==> config.mk <==
export PLATFORM = sky130hd
export DESIGN_NAME = muldiv_unit_flat
export DESIGN_NICKNAME = d
export VERILOG_FILES = /design/src/rtl/muldiv_if.sv /design/src/rtl/muldiv_unit.sv /design/src/flat_wrapper.sv
export SDC_FILE = /design/constraint.sdc
export NUM_CORES = 1
export LEC_CHECK = 0
export ABC_AREA = 1
export BUFFER_PORTS_ARGS = -buffer_cell sky130_fd_sc_hd__buf_2
export CORE_UTILIZATION = 46
export CTS_CLUSTER_DIAMETER = 60
export CTS_CLUSTER_SIZE = 16
export DETAILED_ROUTE_END_ITERATION = 10
export SLEW_MARGIN = 20
export SYNTH_ARGS = -nofsm -noshare
export SYNTH_HDL_FRONTEND = slang
export SYNTH_SLANG_ARGS = --single-unit
==> constraint.sdc <==
create_clock -name clk_i -period 4.35 [get_ports clk_i]
set_input_delay 1.305 -clock clk_i [delete_from_list [all_inputs] [get_ports clk_i]]
set_output_delay 1.305 -clock clk_i [all_outputs]
set_load 0.05 [all_outputs]
==> src/rtl/muldiv_if.sv <==
// Request/response bundle between the execute stage and the multiply/divide unit.
// Ports (named from the unit's point of view):
//   valid_i, op_i, operand_a_i, operand_b_i, tag_i : request from the core
//   ready_o                                        : unit can accept a request
//   flush_i                                        : abort in-flight operation
//   valid_o, result_o, tag_o                       : result to the core
//   ready_i                                        : core accepts the result
//   busy_o                                         : operation in progress or pending
interface muldiv_if #(
    parameter int XLEN  = 32,
    parameter int TAG_W = 5
);
    logic             valid_i;
    logic             ready_o;
    logic [2:0]       op_i;
    logic [XLEN-1:0]  operand_a_i;
    logic [XLEN-1:0]  operand_b_i;
    logic [TAG_W-1:0] tag_i;
    logic             flush_i;
    logic             valid_o;
    logic             ready_i;
    logic [XLEN-1:0]  result_o;
    logic [TAG_W-1:0] tag_o;
    logic             busy_o;

    modport master (
        output valid_i, op_i, operand_a_i, operand_b_i, tag_i, flush_i, ready_i,
        input  ready_o, valid_o, result_o, tag_o, busy_o
    );

    modport slave (
        input  valid_i, op_i, operand_a_i, operand_b_i, tag_i, flush_i, ready_i,
        output ready_o, valid_o, result_o, tag_o, busy_o
    );
endinterface

==> src/rtl/muldiv_unit.sv <==
// Iterative RV32M multiply/divide unit: shift-add multiply and restoring divide,
// one bit per cycle. Divide-by-zero and signed overflow finish at accept.
// Ports:
//   clk_i : clock, rising edge
//   rst_i : synchronous active-high reset
//   bus   : muldiv_if slave (request, result, flush, busy)
module muldiv_unit #(
    parameter int XLEN  = 32,
    parameter int TAG_W = 5
) (
    input  logic     clk_i,
    input  logic     rst_i,
    muldiv_if.slave  bus
);
    localparam int CNT_W = $clog2(XLEN + 1);
    localparam logic [CNT_W-1:0] CNT_LOAD = CNT_W'(XLEN);
    localparam logic [CNT_W-1:0] CNT_ONE  = {{(CNT_W-1){1'b0}}, 1'b1};
    localparam logic [XLEN-1:0]  ALL_ONES = {XLEN{1'b1}};
    localparam logic [XLEN-1:0]  ZERO     = {XLEN{1'b0}};
    localparam logic [XLEN-1:0]  MOST_NEG = {1'b1, {(XLEN-1){1'b0}}};

    typedef enum logic [1:0] {IDLE = 2'd0, CALC = 2'd1, DONE = 2'd2} state_t;

    state_t             state_r, state_nxt_s;
    logic [CNT_W-1:0]   cnt_r;
    logic [2:0]         op_r;
    logic               neg_r;       // result must be negated at the end
    logic [XLEN-1:0]    hi_r;        // product high half / partial remainder
    logic [XLEN-1:0]    lo_r;        // multiplier-product low half / dividend-quotient
    logic [XLEN-1:0]    b_r;         // |multiplicand| or |divisor|
    logic               valid_r;
    logic [XLEN-1:0]    result_r;
    logic [TAG_W-1:0]   tag_r;

    logic               accept_s, sgn_a_s, sgn_b_s, a_neg_s, b_neg_s, res_neg_s;
    logic               div_zero_s, overflow_s, special_s;
    logic [XLEN-1:0]    a_abs_s, b_abs_s, special_res_s;
    logic [XLEN:0]      mul_sum_s, div_shift_s, div_diff_s;
    logic [XLEN-1:0]    hi_nxt_s, lo_nxt_s, quot_fix_s, rem_fix_s, final_s;
    logic [2*XLEN-1:0]  prod_s, prod_fix_s;

    assign accept_s = (state_r == IDLE) && bus.valid_i && !bus.flush_i;

    // Operand signedness by opcode (MULHSU treats b as unsigned).
    always_comb begin
        sgn_a_s = 1'b0;
        sgn_b_s = 1'b0;
        case (bus.op_i)
            3'd1, 3'd4, 3'd6: begin
                sgn_a_s = 1'b1;
                sgn_b_s = 1'b1;
            end
            3'd2:    sgn_a_s = 1'b1;
            default: begin
                sgn_a_s = 1'b0;
                sgn_b_s = 1'b0;
            end
        endcase
    end

    assign a_neg_s    = sgn_a_s & bus.operand_a_i[XLEN-1];
    assign b_neg_s    = sgn_b_s & bus.operand_b_i[XLEN-1];
    assign a_abs_s    = a_neg_s ? -bus.operand_a_i : bus.operand_a_i;
    assign b_abs_s    = b_neg_s ? -bus.operand_b_i : bus.operand_b_i;
    // Remainder follows the dividend sign; everything else is sign(a)^sign(b).
    assign res_neg_s  = (bus.op_i[2] & bus.op_i[1]) ? a_neg_s : (a_neg_s ^ b_neg_s);
    assign div_zero_s = bus.op_i[2] & (bus.operand_b_i == ZERO);
    assign overflow_s = bus.op_i[2] & ~bus.op_i[0] & (bus.operand_a_i == MOST_NEG)
                        & (bus.operand_b_i == ALL_ONES);
    assign special_s  = div_zero_s | overflow_s;

    // Early-completion results for divide-by-zero and signed overflow.
    always_comb begin
        special_res_s = ZERO;
        if (div_zero_s) begin
            special_res_s = bus.op_i[1] ? bus.operand_a_i : ALL_ONES;
        end else begin
            special_res_s = bus.op_i[1] ? ZERO : MOST_NEG;
        end
    end

    // One iteration step: add-and-shift for multiply, restore-step for divide.
    always_comb begin
        mul_sum_s   = {1'b0, hi_r} + (lo_r[0] ? {1'b0, b_r} : {(XLEN+1){1'b0}});
        div_shift_s = {hi_r, lo_r[XLEN-1]};
        div_diff_s  = div_shift_s - {1'b0, b_r};
        hi_nxt_s    = hi_r;
        lo_nxt_s    = lo_r;
        if (op_r[2]) begin
            if (!div_diff_s[XLEN]) begin
                hi_nxt_s = div_diff_s[XLEN-1:0];
                lo_nxt_s = {lo_r[XLEN-2:0], 1'b1};
            end else begin
                hi_nxt_s = div_shift_s[XLEN-1:0];
                lo_nxt_s = {lo_r[XLEN-2:0], 1'b0};
            end
        end else begin
            hi_nxt_s = mul_sum_s[XLEN:1];
            lo_nxt_s = {mul_sum_s[0], lo_r[XLEN-1:1]};
        end
    end

    // Sign fix-up and result selection applied on the last step's outputs.
    always_comb begin
        prod_s     = {hi_nxt_s, lo_nxt_s};
        prod_fix_s = neg_r ? -prod_s : prod_s;
        quot_fix_s = neg_r ? -lo_nxt_s : lo_nxt_s;
        rem_fix_s  = neg_r ? -hi_nxt_s : hi_nxt_s;
        final_s    = ZERO;
        if (!op_r[2]) begin
            if (op_r[1:0] == 2'd0) begin
                final_s = prod_fix_s[XLEN-1:0];
            end else begin
                final_s = prod_fix_s[2*XLEN-1:XLEN];
            end
        end else if (!op_r[1]) begin
            final_s = quot_fix_s;
        end else begin
            final_s = rem_fix_s;
        end
    end

    // Next-state logic; flush overrides every state.
    always_comb begin
        state_nxt_s = state_r;
        if (bus.flush_i) begin
            state_nxt_s = IDLE;
        end else begin
            case (state_r)
                IDLE: begin
                    if (bus.valid_i) begin
                        state_nxt_s = special_s ? DONE : CALC;
                    end else begin
                        state_nxt_s = IDLE;
                    end
                end
                CALC: begin
                    if (cnt_r == CNT_ONE) begin
                        state_nxt_s = DONE;
                    end else begin
                        state_nxt_s = CALC;
                    end
                end
                DONE: begin
                    if (bus.ready_i) begin
                        state_nxt_s = IDLE;
                    end else begin
                        state_nxt_s = DONE;
                    end
                end
                default: state_nxt_s = IDLE;
            endcase
        end
    end

    // State register.
    always_ff @(posedge clk_i) begin
        if (rst_i) begin
            state_r <= IDLE;
        end else begin
            state_r <= state_nxt_s;
        end
    end

    // Operand capture, iteration datapath and registered outputs.
    always_ff @(posedge clk_i) begin
        if (rst_i) begin
            cnt_r    <= {CNT_W{1'b0}};
            op_r     <= 3'd0;
            neg_r    <= 1'b0;
            hi_r     <= ZERO;
            lo_r     <= ZERO;
            b_r      <= ZERO;
            valid_r  <= 1'b0;
            result_r <= ZERO;
            tag_r    <= {TAG_W{1'b0}};
        end else begin
            if (accept_s) begin
                op_r  <= bus.op_i;
                neg_r <= res_neg_s;
                hi_r  <= ZERO;
                lo_r  <= a_abs_s;
                b_r   <= b_abs_s;
                cnt_r <= CNT_LOAD;
                tag_r <= bus.tag_i;
                if (special_s) begin
                    result_r <= special_res_s;
                end
            end else if ((state_r == CALC) && !bus.flush_i) begin
                hi_r  <= hi_nxt_s;
                lo_r  <= lo_nxt_s;
                cnt_r <= cnt_r - CNT_ONE;
                if (cnt_r == CNT_ONE) begin
                    result_r <= final_s;
                end
            end
            valid_r <= (state_nxt_s == DONE);
        end
    end

    assign bus.ready_o  = (state_r == IDLE);
    assign bus.busy_o   = (state_r == CALC) || (state_r == DONE);
    assign bus.valid_o  = valid_r;
    assign bus.result_o = result_r;
    assign bus.tag_o    = tag_r;
endmodule

==> src/flat_wrapper.sv <==
// flat-port wrapper written by rule: the top's interface ports become plain ports
module muldiv_unit_flat 
#(
    parameter int XLEN  = 32,
    parameter int TAG_W = 5
)
  (clk_i, rst_i, bus_valid_i, bus_op_i, bus_operand_a_i, bus_operand_b_i, bus_tag_i, bus_flush_i, bus_ready_i, bus_ready_o, bus_valid_o, bus_result_o, bus_tag_o, bus_busy_o);
  muldiv_if #(.XLEN(XLEN), .TAG_W(TAG_W)) bus_i ();
  input  logic clk_i;
  input  logic rst_i;
  input wire logic [$bits(bus_i.valid_i)-1:0] bus_valid_i;
  input wire logic [$bits(bus_i.op_i)-1:0] bus_op_i;
  input wire logic [$bits(bus_i.operand_a_i)-1:0] bus_operand_a_i;
  input wire logic [$bits(bus_i.operand_b_i)-1:0] bus_operand_b_i;
  input wire logic [$bits(bus_i.tag_i)-1:0] bus_tag_i;
  input wire logic [$bits(bus_i.flush_i)-1:0] bus_flush_i;
  input wire logic [$bits(bus_i.ready_i)-1:0] bus_ready_i;
  output wire logic [$bits(bus_i.ready_o)-1:0] bus_ready_o;
  output wire logic [$bits(bus_i.valid_o)-1:0] bus_valid_o;
  output wire logic [$bits(bus_i.result_o)-1:0] bus_result_o;
  output wire logic [$bits(bus_i.tag_o)-1:0] bus_tag_o;
  output wire logic [$bits(bus_i.busy_o)-1:0] bus_busy_o;
  assign bus_i.valid_i = bus_valid_i;
  assign bus_i.op_i = bus_op_i;
  assign bus_i.operand_a_i = bus_operand_a_i;
  assign bus_i.operand_b_i = bus_operand_b_i;
  assign bus_i.tag_i = bus_tag_i;
  assign bus_i.flush_i = bus_flush_i;
  assign bus_i.ready_i = bus_ready_i;
  assign bus_ready_o = bus_i.ready_o;
  assign bus_valid_o = bus_i.valid_o;
  assign bus_result_o = bus_i.result_o;
  assign bus_tag_o = bus_i.tag_o;
  assign bus_busy_o = bus_i.busy_o;
  muldiv_unit #(.XLEN(XLEN), .TAG_W(TAG_W)) u_core (.clk_i(clk_i), .rst_i(rst_i), .bus(bus_i));
endmodule
== After elaboration in Yosys (flattened, before gate mapping) ==
Index checks and enable logic that the tools add are counted.
Operators by class
  $add $sub $neg: 8
  multiply operators: 0
  divide/modulo/power cells: 0
  $lt $le $gt $ge: 0
  eq/ne operators: 11
  shift operators: 0
  multiplexer cells: 33
  bitwise logic cells: 10
  reductions and logical operators: 14
Operators by type and width (number)
  32-bit 2-to-1 mux: 20
  32-bit negation: 4
  32-bit equality test, second input constant: 2
  64-bit 2-to-1 mux: 1
  64-bit negation: 1
  32-bit by 33-bit adder with 33-bit output: 1
  33-bit by 32-bit subtractor with 33-bit output: 1
  32-bit zero test: 1
  6-bit 2-to-1 mux: 2
  2-bit 2-to-1 mux: 5
  1-bit bitwise AND: 7
  3-bit equality test, second input constant: 2
  6-bit by 1-bit equality test with 1-bit output, second input constant: 1
  2-bit case mux with 3 select lines: 1
  6-bit by 1-bit subtractor with 6-bit output, second input constant: 1
  2-bit equality test, second input constant: 2
  2-bit zero test: 2
  1-bit 2-to-1 mux: 4
  2-bit nonzero test: 2
  4-bit OR reduction: 1
  3-bit by 1-bit equality test with 1-bit output, second input constant: 1
  3-bit by 2-bit equality test with 1-bit output, second input constant: 1
  1-bit logical AND: 3
  3-bit AND reduction: 1
  9 further kinds: 9
Word-level totals
  flip-flop bits (word level): 146
  bits in latches: 0
  memory bits (writable): 0
  bits in read-only memories: 0
  input port bits: 77
  output and inout port bits: 40
  word-level logic and storage cells: 87
  memories: 0

== Logic depth before layout (Yosys ltp) ==
Gate-level depths: netlist (run 1).
  word-level depth: 10
  depth in mapped cells: 36
  depth with buffers taken out: 36

== Least setup slack after synthesis (run 1) ==
No wires, ideal clock.
  kind: reg-to-reg
  from: register u_core.lo_r[31]
  to: register u_core.result_r[30] (netlist: u_core.bus.result_o[30])
  setup time: 134 ps
  arrival: 3710 ps
  required time: 4216 ps
  slack: 506 ps
  stages on the path, launching flop included: 37
  buffers on the path: 0
  clock period less this slack: 3844 ps
  cells stage by stage: dfxtp_1 inv_1 ha_1 fa_1 inv_1 nand2_1 nand2_1 nand3_1 nand2_2 nand2_2 nand2_4 nand2_4 nand2_4 nand2_8 nand3_4 nand2_1 inv_1 ha_1 nand4_1 nor2_1 nand2_1 inv_1 nand4_1 nor2_1 nand2_1 nand2_1 nand2_1 a21oi_4 nand2_2 clkinv_1 nand2_1 nand2_1 nand3_1 nand2_1 nand3_1 nand2_1 a21oi_1
On the way
  longest elaborated chain between the ends: 10
  elaborated cells between the ends (all ways): 17
  those cells by class: add/sub: 4; mux: 13
RTL lines
  start: declaration: line muldiv_unit.sv:29  | logic [XLEN-1:0] lo_r;
  start signal: assignment: line muldiv_unit.sv:182  | lo_r <= a_abs_s;
  start signal: assignment: line muldiv_unit.sv:191  | lo_r <= lo_nxt_s;
  33-bit by 32-bit subtractor with 33-bit output: line muldiv_unit.sv:86  | div_diff_s = div_shift_s - {1'b0, b_r};
  1-bit 2-to-1 mux / 32-bit 2-to-1 mux (equally long branches): line muldiv_unit.sv:90  | if (!div_diff_s[XLEN]) begin
  32-bit 2-to-1 mux: line muldiv_unit.sv:89  | if (op_r[2]) begin
  64-bit negation (tied with other cells): line muldiv_unit.sv:106  | prod_fix_s = neg_r ? -prod_s : prod_s;
  64-bit 2-to-1 mux (tied with other cells): line muldiv_unit.sv:106
  32-bit 2-to-1 mux (on tied branches): line muldiv_unit.sv:111, muldiv_unit.sv:116
  32-bit 2-to-1 mux *: line muldiv_unit.sv:110  | if (!op_r[2]) begin
  32-bit 2-to-1 mux *: line muldiv_unit.sv:193  | if (cnt_r == CNT_ONE) begin
  32-bit 2-to-1 mux *: line muldiv_unit.sv:189  | end else if ((state_r == CALC) && !bus.flush_i) begin
  32-bit 2-to-1 mux *: line muldiv_unit.sv:178  | if (accept_s) begin
  end signal: assignment: line muldiv_unit.sv:187  | result_r <= special_res_s;
  end signal: assignment: line muldiv_unit.sv:194  | result_r <= final_s;
  end: declaration: line muldiv_unit.sv:32  | logic [XLEN-1:0] result_r;
Mark *: on every way between the ends. The rest lies on a longest branch, timed or not. The select of a mux whose other input is x is not followed.
A chain may end at the register's enable or synchronous reset.

== Final worst setup path (run 1) ==
  from: register u_core.hi_r[14]
  to: register u_core.result_r[13] (netlist: u_core.bus.result_o[13])
On the way
  longest elaborated chain between the ends: 10
  elaborated cells between the ends (all ways): 18
  those cells by class: add/sub: 5; mux: 13
RTL lines
  start: declaration: line muldiv_unit.sv:28  | logic [XLEN-1:0] hi_r;
  start signal: assignment: line muldiv_unit.sv:190  | hi_r <= hi_nxt_s;
  33-bit by 32-bit subtractor with 33-bit output: line muldiv_unit.sv:86
  1-bit 2-to-1 mux / 32-bit 2-to-1 mux (equally long branches): line muldiv_unit.sv:90
  32-bit 2-to-1 mux: line muldiv_unit.sv:89
  64-bit negation (tied with other cells): line muldiv_unit.sv:106
  64-bit 2-to-1 mux (tied with other cells): line muldiv_unit.sv:106
  32-bit 2-to-1 mux (on tied branches): line muldiv_unit.sv:111, muldiv_unit.sv:116
  32-bit 2-to-1 mux *: line muldiv_unit.sv:110
  32-bit 2-to-1 mux *: line muldiv_unit.sv:193
  32-bit 2-to-1 mux *: line muldiv_unit.sv:189
  32-bit 2-to-1 mux *: line muldiv_unit.sv:178
Marks and branches as above.

==> key figures, run 1 <==
Run status
  – Status: finished clean

Setup path
  – CP max FO: 19
  – Crit path arrival time: between 4 and 5 ns
  – CP max stage delay: about 0.50 ns
  – Slowest CP cell: dfxtp_1
  – WS Path Type: reg -> reg
  – CP Launch Type: flop
  – Bufs and invs on worst path: 4
  – CP most frequent cell: nand2_1
  – Worst path required time: between 4 and 5 ns
  – Setup crit end kind: flop
  – Top delay family on crit path: simple AND/OR/NAND/NOR gates

Power and ir drop
  – Max VDD drop: between 200 and 250 uV
  – P per Cell Area: 272.2 mW/mm^2
  – Static leakage: 11.00 nW

Detailed routing
  – Met2 wire length: 32.25 mm
  – DR top layer: met5
  – DRC Markers: 0
  – Post-Route M1 WL: 34.60 mm
  – Total Wirelength: just under 80 mm
  – Vias: ~22000
  – WL/cell: 20.48 microns
  – DR iter-0 viols: between 3000 and 4000
  – Drt first pass iters: 10
  – Met3 WL: between 9 and 10 mm
  – Routed Antenna Nets: 0
  – Vias per inst: 5.740

Synth
  – Post-Syn Instances: approximately 3100
  – Most frequent cells after synthesis: nand2_1 (874), inv_1 (493), nor2_1 (291), nand3_1 (244)
  – Yosys reg bits: about 150
  – Share of the synthesized area in the top cell type: 0.1917
  – Ys flop type: dfxtp_1
  – Yosys cell types: 55
  – Top cells by area, synth: nand2_1 (19%), dfxtp_1 (17%), inv_1 (11%)
  – Net count after synthesis: between 3000 and 4000
  – Mapped Avg Cell Area: ~5.5 sq um
  – FFs w/ async S/R, synth: 0
  – Syn. warnings: 0
  – Post-synth EDFFs: 0
  – Post-Syn Area: 0.01711 sq mm
  – Cell taking the most area after synthesis: nand2_1
  – Register area share after synthesis: 0.1708
  – Most common cell in the netlist: nand2_1

Timing
  – Final hold violation count: 0
  – Worst-margin pin slew: 1.036 ns
  – RSZ-0062 raised after global routing: yes
  – # setup viols final: 0
  – Achievable Freq: about 240 MHz
  – Min Tclk post-route: 4.201 ns
  – Final Max Tran Viols: 0
  – Fin crit share: 0.9657
  – PnR worst setup slack: around 0.15 ns
  – Final Skew: 0.01250 ns
  – Worst slew margin: 0.3049

Min path
  – HP Class: reg -> reg

Clock tree
  – Worst skew pair latency: between 0.4 and 0.5 ns
  – H-tree Lvls: 4
  – Root buffer cell: clkbuf_16
  – CTS Buf Count: 17
  – CTS Buffer Depth: 2
  – Clk slew on worst S/H paths: roughly 0.070 ns
  – CTS sink count: 146
  – CTS tree: done

Finish
  – Layout area overhead: 20.26%
  – Final net count: between 3000 and 4000
  – Final std cells w/o fill: just under 4000
  – Layout cell share with drive strength beyond 1: 0.1587

Floorplan
  – FP Rows: 70
  – Starting Density: 0.4674
  – Core ar.: about 0.037 sq mm
  – IO Count: 117
  – Die footprint: approximately 0.038 sq mm
  – Die Span Y: 194.9 microns
  – Die X: between 150 and 200 microns

Placed design
  – DP Cell Count: 3839
  – RePlAce Congestion: 1.068
  – I/O Buffers: between 100 and 150
  – HPWL after DPL: around 65 mm
  – Place WS: 0.09496 ns

Global routing
  – GRT Residual Overflow: 0
  – First-pass GRT wire length: roughly 120 mm
  – Largest net degree at the start of global routing: between 60 and 70
  – Number of antenna violations at the first check in global routing: 1
  – Vias in the first global route: about 21000
  – Overall routing resource usage: 0.4155

Flow run
  – Max_cap viols: 0
## cell usage in the layout, fill, tap and decap left out, drive strengths merged
cell type  Yosys  final
a211oi         1      1
a21boi         6      6
a21o           8      8
a21oi        232    232
a22o           5      5
a22oi          1      1
a31oi          8      8
a32o          18     18
a32oi          1      1
and2           1      1
and3           2      2
buf           35    377
bufinv         0      2
clkbuf        67     19
clkinv         7     11
clkinvlp       0      2
dfxtp        146    146
diode          0      1
fa             2      2
ha            75     75
inv          502    507
mux2i          1      1
nand2        904    904
nand3        249    249
nand3b        13     13
nand4         43     43
nor2         306    306
nor3          52     52
nor4          10     10
o211ai        17     17
o21a           4      4
o21ai        249    249
o21bai        15     15
o221ai         4      4
o22ai         37     37
o31ai          4      4
o32ai          6      6
or2           12     12
xnor2         16     16
xor2          44     44
## layout make-up
type / instances / area, sq um
clock buffer: 19 / 442.9
inverter: 509 / 1911
clock inverter: 13 / 152.6
antenna: 1 / 2.502
timing repair buffer: 377 / 2603
multi-input combinational: 2346 / 11950
tap: 468 / 585.6
sequential: 146 / 2930
fill: 3859 / 16030
## metal layers
| metal | vias up | global-route usage |
|---|---|---|
| met3 | 172 | 0.08971 |
| met4 | 2 | 0.1397 |
| met1 | 10178 | 0.5890 |
| met5 | - | 0 |
| met2 | 1312 | 0.6173 |
| li1 | 10601 | - |
## worst register-to-register path, cell delays in order, from the launching register on
cell,delay (ns)
dfxtp_1,0.50
ha_1,0.36
nand2_1,0.13
inv_2,0.05
nand2_2,0.08
inv_1,0.08
a21oi_2,0.21
nand2_4,0.08
nand2_4,0.09
nand2_4,0.07
buf_4,0.15
nand2_2,0.08
nand2_2,0.08
buf_12,0.17
nand2_1,0.15
nand2_1,0.11
nand2_1,0.09
nand2_2,0.08
nor2_2,0.17
nand2_1,0.16
nor2_2,0.16
nor2_1,0.08
nor2_2,0.23
nand2_1,0.08
a31oi_1,0.16
nand2_1,0.27
nand2_1,0.18
a21oi_1,0.07
## metrics by stage
stage	total power, mW	TNS (ns)	utilization	area [sq um]	hold slack (ns)
after floorplan	3.022	0	-	17110	0.4289
after global placement	3.909	0	0.5405	19790	0.4466
after detailed placement	3.916	0	0.5405	19790	0.4514
after CTS	5.479	0	0.5567	20380	0.4659
after global routing	5.866	-0.1918	0.5620	20570	0.4838
final	5.602	0	0.5621	20580	0.4658
## registers in the layout, summed over array words and instances (netlist names)
name / cells
u_core.lo_r: 32
u_core.state_r: 2
u_core.neg_r: 1
u_core.bus.tag_o: 5
u_core.hi_r: 32
u_core.op_r: 3
u_core.cnt_r: 6
u_core.b_r: 32
u_core.bus.result_o: 32
u_core.bus.valid_o: 1
## logic make-up after synthesis
family | count (synthesis) | synth area share
flip-flops | 146 | 0.1708
adder cells (fa/ha/maj) | 77 | 0.05718
XOR/XNOR | 60 | 0.03071
AO/OA/AOI/OAI | 616 | 0.2039
multiplexers | 1 | 0.0005850
AND/OR/NAND/NOR | 1592 | 0.3972
buffers and inverters | 611 | 0.1395
## power breakdown
group	switching (mW)	internal [mW]	leakage [nW]
Sequential	0.0667	1.41	1.19
Clock	0.704	0.873	0.286
Combinational	1.72	0.832	9.52
## path summary, 6_finish.rpt
check / end / slack, ns / from / depth (start not counted)
setup / recovery: u_core.bus.result_o[13] / 0.15 / u_core.hi_r[14] / 27
setup reg to reg: u_core.bus.result_o[13] / 0.15 / u_core.hi_r[14] / 27
hold reg to reg: u_core.bus.result_o[23] / 0.47 / u_core.bus.result_o[23] / 2
hold / removal: u_core.bus.result_o[23] / 0.47 / u_core.bus.result_o[23] / 2
## what timing repair did
action | 4_1_cts | 5_1_grt
hold buffers | 0 | 0
buffers inserted | 0 | 7
endpoints found under the setup margin | 0 | 29
hold endpoints to repair | 0 | 0
gates resized for setup | 0 | 51
Power figures use the tool's default switching activity.
==> run 2, diff against run 1 <==
Settings changed: BUFFER_PORTS_ARGS -buffer_cell sky130_fd_sc_hd__buf_2 to -buffer_cell sky130_fd_sc_hd__clkbuf_2, CORE_MARGIN set to 1.5, TNS_END_PERCENT set to 30.
==> key figures, run 2 (same netlist as run 1, synthesis figures left out) <==
Run status
  – Status: finished clean

Finish
  – Final std cells w/o fill: 3844 (-0.90%)
  – Layout area overhead: 18.67%
  – Commonest non-fill, non-tap cells in the layout: nand2_1 (866), inv_1 (488), nor2_1 (281)
  – Layout cell share with drive strength beyond 1: 0.1493 (-0.009362)
  – Filler cells: 3897 (+0.98%)
  – Final instance area: 0.02030 sq mm (-1.3%)
  – Final net count: 3517 (-0.96%)
  – Area of the multi-input gates: 0.01199 sq mm (+0.32%)
  – Fin util: 0.5546 (-0.007450)
  – Most common cell after layout, fill and taps aside: nand2_1
  – Sequential cell area: 0.002938 sq mm (+0.26%)
  – N_diodes: 0 (-1)

Placed design
  – I/O Buffers: 116 (unchanged)
  – HPWL after DPL: 64.86 mm (-0.95%)
  – DP Cell Count: 3802 (-0.96%)
  – RePlAce Congestion: 1.058 (-0.96%)
  – Post-DP Area: 0.01947 sq mm (-1.6%)

Floorplan
  – Die Span Y: 195.9 microns (+0.51%)
  – Die X: 195.9 microns (+0.51%)
  – Starting Density: 0.4674 (unchanged)
  – Core ar.: 0.03661 sq mm (unchanged)
  – Die footprint: 0.03836 sq mm (+1.0%)
  – IO Count: 117 (unchanged)
  – FP Rows: 70 (unchanged)

Global routing
  – Number of antenna violations at the first check in global routing: 1 (unchanged)
  – Largest net degree at the start of global routing: 70 (+6.1%)
  – Vias in the first global route: 20387 (-0.66%)
  – Overall routing resource usage: 0.4098 (-0.005676)
  – GRT Residual Overflow: 0 (unchanged)
  – First-pass GRT wire length: 119.6 mm (-0.83%)

Timing
  – Final Max Tran Viols: 0 (unchanged)
  – Worst slew margin: 0.2866 (-0.01838)
  – Achievable Freq: 236.9 MHz (-0.47%)
  – Min Tclk post-route: 4.221 ns (+0.01986 ns)
  – # setup viols final: 0 (unchanged)
  – Worst-margin pin slew: 1.064 ns (+0.02740 ns)
  – TNS Setup: 0 ns (unchanged)
  – Final Skew: 0.01581 ns (+0.003311 ns)
  – Fin crit share: 0.9703 (+0.004565)
  – WHS: 0.4699 ns (+0.004107 ns)
  – Final hold violation count: 0 (unchanged)
  – RSZ-0062 raised after global routing: yes

Power and ir drop
  – Comb pwr share: 0.459 (+0.003)
  – Internal power: 3.027 mW (-2.7%)
  – Sequential Power Share: 0.267 (+0.004)
  – Max VDD drop: 325.3 uV (+53%)
  – Clock power frac: 0.274 (-0.008)
  – Sw frac: 0.4500 (+0.005386)
  – Static leakage: 10.81 nW (-1.7%)
  – Switching pwr: 2.477 mW (-0.56%)
  – P per Cell Area: 271.1 mW/mm^2 (-0.44%)

Setup path
  – Slowest CP cell: dfxtp_1
  – Worst path required time: 4.69 ns (about the same)
  – Setup crit end kind: flop
  – CP most frequent cell: nand2_1
  – CP max FO: 20 (+1)
  – CP max stage delay: 0.52 ns (+0.02 ns)
  – Crit path arrival time: 4.56 ns (+0.02 ns)
  – CP Launch Type: flop
  – WS Path Type: reg -> reg
  – R2r setup slk: 0.13 ns (-0.02 ns)

Clock tree
  – CTS sink count: 146 (unchanged)
  – H-tree Lvls: 4 (unchanged)
  – CTS Buffer Depth: 2 (unchanged)
  – CTS Buf Count: 17 (unchanged)
  – Clk slew on worst S/H paths: 0.07 ns (about the same)
  – Root buffer cell: clkbuf_16
  – Hold buffers post-CTS: 0 (unchanged)
  – Worst skew pair latency: 0.47 ns (+0.02 ns)
  – CTS tree: done

Detailed routing
  – Total Wirelength: 79.20 mm (-0.32%)
  – Drt first pass iters: 9 (-1)
  – WL/cell: 20.60 microns (+0.59%)
  – Routed Antenna Nets: 0 (unchanged)
  – DR iter-0 viols: 2409 (-22%)
  – Vias: 22072 (-0.87%)
  – DRC Markers: 0 (unchanged)
  – Vias per inst: 5.742 (about the same)

Min path
  – HP Class: reg -> reg

Flow run
  – Max_cap viols: 0 (unchanged)
## run 2: cell count changes in the layout (fill, tap and decap cells not counted), moves of 4 or more
cell,change
buf_2,-116
a21oi_2,-4
buf_4,-36
ha_4,+4
clkinv_4,-4
buf_6,+4
clkbuf_2,+116
dfxtp_1,-4
a21oi_1,+4
## run 2: through the flow
step / setup slack [ns] / total power, mW
after floorplan: 0.5064 / 3.022
after global placement: -0.006149 / 3.856
after detailed placement: -0.02140 / 3.864
after CTS: 0.06759 / 5.374
after global routing: -0.03206 / 5.773
final: 0.1292 / 5.504
## run 2: power by group through the flow
stage / clock network (mW) / registers, mW / logic [mW]
finish: 1.51 / 1.47 / 2.52
global route: 1.56 / 1.47 / 2.73
CTS: 1.53 / 1.46 / 2.38
detailed placement: 0 / 1.49 / 2.37
global placement: 0 / 1.49 / 2.36
floorplan: 0 / 1.53 / 1.49
## run 2: worst paths after layout
check / from / to / cells after the start
max: u_core.hi_r[22] / u_core.bus.result_o[31] / 25
min: u_core.bus.result_o[30] / u_core.bus.result_o[30] / 2
max reg2reg: u_core.hi_r[22] / u_core.bus.result_o[31] / 25
min reg2reg: u_core.bus.result_o[30] / u_core.bus.result_o[30] / 2
## run 2: cell type report
| cell class | count | area share |
|---|---|---|
| flip-flops and latches | 146 | 0.1447 |
| multi-input cells | 2347 | 0.5905 |
| repair buffers | 342 | 0.1141 |
| clock inverters | 10 | 0.004930 |
| clock buffers | 22 | 0.02286 |
| inverters | 509 | 0.09410 |
| well taps | 468 | 0.02884 |
## run 2: repair_timing
action | CTS | global route
cloned | 0 | 1
pin swaps | 0 | 15
setup buffers | 0 | 9
endpoints found under the setup margin | 3 | 29
gates resized for setup | 2 | 54
## run 2: routing by layer
| layer | track usage | up-vias | routed length, microns |
|---|---|---|---|
| met5 | 0 | - | 0 |
| met4 | 0.1687 | 0 | 3434 |
| met3 | 0.1097 | 150 | 10260 |
| met2 | 0.5861 | 1244 | 31430 |
| met1 | 0.5767 | 10120 | 34080 |
| li1 | - | 10558 | - |
## run 2: worst max-delay path, delay by kind of cell, from the launching register on
family / cells / cell delay (ns)
adders and majority gates: 1 / 0.32
DFF: 1 / 0.52
and+or+nand+nor: 17 / 2.27
AOI/OAI and AO/OA: 4 / 0.58
buffers and inverters: 3 / 0.37
